File: src/rtl/decode_stage_pl.sv
// decode_stage_pl: IF/ID pipeline register plus instruction decode, register file, immediates,
// writeback bypass and load-use hazard detection.
module decode_stage_pl #(
  parameter int XLEN = 32,
  parameter int ADDRESS_WIDTH = 32,
  parameter int REG_COUNT = 32,
  parameter int BYPASS = 1,
  localparam int RA = $clog2(REG_COUNT)
) (
  input  logic                     clk,
  input  logic                     rst_n,
  input  logic                     valid_f,
  input  logic [ADDRESS_WIDTH-1:0] pc_f,
  input  logic [ADDRESS_WIDTH-1:0] pc_plus4_f,
  input  logic [31:0]              instr_f,
  input  logic                     stall_d,
  input  logic                     flush_d,
  input  logic                     reg_write_w,
  input  logic [RA-1:0]            rd_w,
  input  logic [XLEN-1:0]          result_w,
  input  logic [4:0]               rd_e,
  input  logic                     mem_read_e,
  output logic                     valid_d,
  output logic [ADDRESS_WIDTH-1:0] pc_d,
  output logic [ADDRESS_WIDTH-1:0] pc_plus4_d,
  output logic [4:0]               rs1_d,
  output logic [4:0]               rs2_d,
  output logic [4:0]               rd_d,
  output logic [2:0]               funct3_d,
  output logic [XLEN-1:0]          imm_d,
  output logic [XLEN-1:0]          rd1_d,
  output logic [XLEN-1:0]          rd2_d,
  output logic                     reg_write_d,
  output logic                     mem_write_d,
  output logic                     branch_d,
  output logic                     jump_d,
  output logic                     illegal_d,
  output logic                     load_use_hazard
);
  typedef enum logic [2:0] {IMM_N, IMM_I, IMM_S, IMM_B, IMM_J, IMM_U} imm_t;
  localparam logic [5:0] LIM = 6'(REG_COUNT);
  logic                     r_valid;
  logic [31:0]              r_instr;
  logic [ADDRESS_WIDTH-1:0] r_pc, r_pc4;
  logic [XLEN-1:0]          r_rf [REG_COUNT];
  imm_t                     w_imm_t;
  logic w_reg_write, w_mem_write, w_branch, w_jump, w_known, w_rs1_used, w_rs2_used;
  logic w_oor, w_illegal, w_en, w_byp;
  always_ff @(posedge clk) begin
    if (!rst_n || flush_d) begin
      r_valid <= 1'b0;
      r_instr <= 32'h0000_0013;
      r_pc    <= '0;
      r_pc4   <= '0;
    end else if (!stall_d) begin
      r_valid <= valid_f;
      r_instr <= instr_f;
      r_pc    <= pc_f;
      r_pc4   <= pc_plus4_f;
    end
  end
  always_ff @(posedge clk) begin
    if (!rst_n)
      for (int k = 0; k < REG_COUNT; k++) r_rf[k] <= '0;
    else if (reg_write_w && rd_w != '0)
      r_rf[rd_w] <= result_w;
  end
  always_comb begin
    w_reg_write = 1'b0;
    w_mem_write = 1'b0;
    w_branch    = 1'b0;
    w_jump      = 1'b0;
    w_known     = 1'b1;
    w_rs1_used  = 1'b1;
    w_rs2_used  = 1'b0;
    w_imm_t     = IMM_N;
    case (r_instr[6:0])
      7'b0110011: begin w_reg_write = 1'b1; w_rs2_used = 1'b1; end
      7'b0010011, 7'b0000011: begin w_reg_write = 1'b1; w_imm_t = IMM_I; end
      7'b1100111: begin w_reg_write = 1'b1; w_jump = 1'b1; w_imm_t = IMM_I; end
      7'b0100011: begin w_mem_write = 1'b1; w_rs2_used = 1'b1; w_imm_t = IMM_S; end
      7'b1100011: begin w_branch = 1'b1; w_rs2_used = 1'b1; w_imm_t = IMM_B; end
      7'b1101111: begin w_reg_write = 1'b1; w_jump = 1'b1; w_rs1_used = 1'b0; w_imm_t = IMM_J; end
      7'b0110111, 7'b0010111: begin w_reg_write = 1'b1; w_rs1_used = 1'b0; w_imm_t = IMM_U; end
      default: begin w_known = 1'b0; w_rs1_used = 1'b0; end
    endcase
  end
  assign valid_d    = r_valid;
  assign pc_d       = r_pc;
  assign pc_plus4_d = r_pc4;
  assign rs1_d      = r_instr[19:15];
  assign rs2_d      = r_instr[24:20];
  assign rd_d       = r_instr[11:7];
  assign funct3_d   = r_instr[14:12];
  assign imm_d = (w_imm_t == IMM_I) ? XLEN'($signed(r_instr[31:20])) :
                 (w_imm_t == IMM_S) ? XLEN'($signed({r_instr[31:25], r_instr[11:7]})) :
                 (w_imm_t == IMM_B) ? XLEN'($signed({r_instr[31], r_instr[7], r_instr[30:25], r_instr[11:8], 1'b0})) :
                 (w_imm_t == IMM_J) ? XLEN'($signed({r_instr[31], r_instr[19:12], r_instr[20], r_instr[30:21], 1'b0})) :
                 (w_imm_t == IMM_U) ? XLEN'($signed({r_instr[31:12], 12'b0})) : '0;
  // Only indices an instruction actually uses can make it illegal on a reduced register file.
  assign w_oor = (w_rs1_used && {1'b0, rs1_d} >= LIM) || (w_rs2_used && {1'b0, rs2_d} >= LIM) ||
                 (w_reg_write && {1'b0, rd_d} >= LIM);
  assign w_illegal   = r_valid && (!w_known || w_oor);
  assign w_en        = r_valid && !w_illegal;
  assign illegal_d   = w_illegal;
  assign reg_write_d = w_en && w_reg_write;
  assign mem_write_d = w_en && w_mem_write;
  assign branch_d    = w_en && w_branch;
  assign jump_d      = w_en && w_jump;
  assign w_byp = (BYPASS != 0) && reg_write_w && rd_w != '0;
  assign rd1_d = (w_byp && 5'(rd_w) == rs1_d) ? result_w : r_rf[rs1_d[RA-1:0]];
  assign rd2_d = (w_byp && 5'(rd_w) == rs2_d) ? result_w : r_rf[rs2_d[RA-1:0]];
  assign load_use_hazard = r_valid && mem_read_e && rd_e != 5'd0 &&
                           ((w_rs1_used && rd_e == rs1_d) || (w_rs2_used && rd_e == rs2_d));
endmodule

File: config.mk
export PLATFORM = sky130hd
export DESIGN_NAME = decode_stage_pl
export DESIGN_NICKNAME = d
export VERILOG_FILES = /design/src/rtl/decode_stage_pl.sv
export SDC_FILE = /design/constraint.sdc
export NUM_CORES = 2
export LEC_CHECK = 0
export BUFFER_PORTS_ARGS = -buffer_cell sky130_fd_sc_hd__buf_2
export CORE_MARGIN = 3
export CORE_UTILIZATION = 51
export DETAILED_ROUTE_END_ITERATION = 8
export PLACE_DENSITY = 0.69
export SKIP_CTS_REPAIR_TIMING = 1
export SLEW_MARGIN = 20
export SYNTH_ARGS = -nofsm -noshare
export SYNTH_HDL_FRONTEND = slang
export SYNTH_SLANG_ARGS = --single-unit
export TNS_END_PERCENT = 10
File: constraint.sdc
create_clock -name clk -period 5.1 [get_ports clk]
set_clock_uncertainty 0.05 [all_clocks]
set_input_delay 1.02 -clock clk [delete_from_list [all_inputs] [get_ports clk]]
set_output_delay 1.02 -clock clk [all_outputs]
set_load 0.1 [all_outputs]
==> results.md <==
- Status: complete, but fails checks
- Violations in the final reports: negative setup slack
- Startpoint of the lowest-slack hold path: pc_d[0]
- Total wire length: 185000 um
- Critical-path maximum fanout: 19
- Largest voltage drop on the vdd net: around 310 uV
- Core area: 113000 um2
- Total die area: 118000 um2
- Drt wl/cell: 32.3 um
- Top library cells by usage in the layout, fill and taps aside: sky130_fd_sc_hd__edfxtp_1 (1024), sky130_fd_sc_hd__and2_1 (1001), sky130_fd_sc_hd__mux4_2 (508)
- Critical path capture point type: primary output
- Hold crit path type: reg2reg
- Number of pins with negative max-slew slack in the final report: 0
- Cells taking the most area after synthesis: sky130_fd_sc_hd__edfxtp_1 (53%), sky130_fd_sc_hd__mux4_2 (20%), sky130_fd_sc_hd__and2_1 (11%)
- FFs w/ async S/R, synth: 0%
- Buffer depth of the longest clock path: 3
- Yosys Warn Count: 0
- Number of buffers and inverters on the critical path: 1
- Min-Delay Path Depth: 2
- Floorplan die width: roughly 340 um
- WP data required: 4030 ps
- # IOs: 330
- Total congestion overflow: 0
- Total iterations of the first detailed-routing run: 8
- Clock buffers created by TritonCTS: 120
- Sequential share of the synthesized area: 56.8%
- Count of final setup violators: 1
- Final worst setup slack: -23.9 ps
- Hold violation total from the final report: 0
- Wire length of the first global-routing pass: 264000 um
- Worst path cell trace: nor2_1, nand2_2, o22ai_1, or4_1, o21ai_0, clkbuf_4
- Placement row count: 123
- Delay contributed by the slowest stage of the critical path: 640 ps
- All-Layer GR Usage: 31.4%
- Max-cap check violation count: 0
- Critical path startpoint category: flip-flop
- Slowest cell on the critical path: sky130_fd_sc_hd__o21ai_0
- Count of cells along the worst register-to-register path: 2
- Largest net degree at the start of global routing: 72
- Slew at the pin closest to its max-slew limit: roughly 1100 ps
- M1 WL: 67400 um
- FF+latch count, synth: 1131
- Routed length on met2: about 85000 um
- Sink of the worst hold path: pc_d[0]
- Register-to-register setup slack: 3880 ps
- Maximum level of the CTS H-tree: 3
- Area share of the largest cell type after synthesis: 53.1%
- Period utilization: 100%
- Insertion delay to the later sink of the worst-skew pair: roughly 700 ps
- ANT nets after route: 0
- Post-CTS clock slew at the launch and capture registers of the worst setup and hold paths: about 60 ps
- Power density cells: 341 nW/um2
- Layout cells sized above 1: 29.3%
- Number of global-route vias before repair: 37.6k
- Initial antenna violation count: 21
- Met3 routed WL: 25200 um
- Critical register-to-register path endpoint: r_instr[24]
- EDFF count, synth: 1024
- TritonCTS clock tree: done
- Via count: around 38k
- Synthesized cell area: 58000 um2
- Rel. slew slack: about a quarter
- Final critical-path required period: 5120 ps
- Arrival time of data at the critical path endpoint: 4050 ps
- Height of the chip: 343 um
- IO Port Bufs: about 330
- Synth cell types: between 40 and 50
- Growth of design area from synthesis to finish: 13.9%
- Number of nets in the layout: 4276
- Uppermost layer routed: met5
- Buffer type at the clock tree root: sky130_fd_sc_hd__clkbuf_16
- Number of instances in the synthesized netlist: 3941
- Gate family responsible for the most delay along the worst path: simple AND/OR/NAND/NOR gates
- Initial standard-cell utilization of the core: around half
- CTS sink count: 1131
- Total negative slack for setup checks: -23.9 ps
- Leading area contributor after synthesis: sky130_fd_sc_hd__edfxtp_1
- Initial DRC count: 5756
- Leading cell type in the layout, fill and taps excluded: sky130_fd_sc_hd__edfxtp_1
- Start-to-end type of the worst setup path: reg2out
- Final weighted congestion in routability-driven placement: roughly 0.86
- Worst reg2reg path startpoint: r_instr[24]
- Leakage Power: 22.7 nW
- Timing-limited maximum frequency: slightly below 200 MHz
- Avg Cell Area, Syn: 14.7 um2
- Detail-routed via count per cell: roughly 6.6
- HPWL after DPL: 114000 um
- Remaining design rule violation count: 0
- Top flip-flop cell by instance count after synthesis: sky130_fd_sc_hd__edfxtp_1
- Total power: 0.0225 W
==> per-layer routing <==
layer | vias to the layer above | GRT usage, %
met5 | - | 0.531
met4 | 8 | 11.9
met3 | 460 | 7.92
met2 | 2880 | 48.4
met1 | 19000 | 43.5
li1 | 15500 | -
==> cell families (layout without fill, tap and decap cells) <==
kind of cell / count (synthesis) / in the layout / share of synthesized area (%)
and+or+nand+nor: 1343 / 1343 / 13.7
DFF: 1131 / 1131 / 56.8
muxes: 612 / 612 / 21.5
buffers and inverters: 442 / 708 / 3.52
AOI/OAI and AO/OA: 392 / 392 / 4.16
xor gates and xnor gates: 20 / 20 / 0.302
other: 1 / 39 / 0.00647
==> synthesized netlist by cell type, types with 10 or more instances <==
master	count
sky130_fd_sc_hd__clkbuf_1	291
sky130_fd_sc_hd__o22ai_1	248
sky130_fd_sc_hd__buf_6	13
sky130_fd_sc_hd__nand2_1	79
sky130_fd_sc_hd__buf_4	55
sky130_fd_sc_hd__nor2_1	140
sky130_fd_sc_hd__nand3b_1	10
sky130_fd_sc_hd__mux4_2	508
sky130_fd_sc_hd__xnor2_1	12
sky130_fd_sc_hd__mux2i_1	104
sky130_fd_sc_hd__dfxtp_1	107
sky130_fd_sc_hd__edfxtp_1	1024
sky130_fd_sc_hd__o21ai_0	98
sky130_fd_sc_hd__or4_1	65
sky130_fd_sc_hd__a21o_1	19
sky130_fd_sc_hd__buf_2	62
sky130_fd_sc_hd__and2_1	1001
sky130_fd_sc_hd__buf_1	17
sky130_fd_sc_hd__nand3_1	17
==> metrics by stage <==
step	utilization, %	hold WS, ps	cell area (um2)	worst slack [ps]	instances
after global routing	58.6	465	66000	-8.25	5738
final	58.6	442	66000	-23.9	5745
after floorplan	-	403	58100	-332	3972
after global placement	55.1	419	62000	163	5506
after CTS	58.5	434	66000	-442	5738
after detailed placement	55.1	428	62100	175	5509
==> worst max path at each step <==
stage                     startpoint        end  slack, ps  depth (start not counted)
after floorplan              rd_w[3]  rd1_d[21]       -330                          8
after global placement       rd_w[2]  rd1_d[13]        160                          7
after detailed placement     rd_w[2]  rd2_d[13]        180                          7
after CTS                  flip-flop  rd2_d[13]       -440                          6
after global routing       flip-flop  rd2_d[14]         -8                          6
final                      flip-flop  rd2_d[14]        -20                          6
==> tightest hold or removal path: stages (launching register included) <==
cell                      delay (ps)
sky130_fd_sc_hd__dfxtp_1         320
sky130_fd_sc_hd__mux2i_1          70
sky130_fd_sc_hd__nor2_1           70
==> state kept, by name (all words and copies together), names as in the netlist, named ones only <==
name        count
pc_plus4_d     32
pc_d           32
r_instr        32
r_rf         1024
valid_d         1
==> cell type report <==
type	count	area, um2
fillers	8590	46600
repair buffers	475	3530
well taps	1500	1880
flip-flops and latches	1131	32900
inverters	4	15.0
diodes	7	17.5
multi-input cells	2399	23800
clock inverters	56	520
clock buffers	173	3350
==> power by group <==
part | switching, W | internal [W]
Combinational | 0.00200 | 0.000956
Clock | 0.00373 | 0.00496
Sequential | 0.000259 | 0.0106
Total | 0.00599 | 0.0165
No activity file was read; power rests on OpenSTA's default activity.
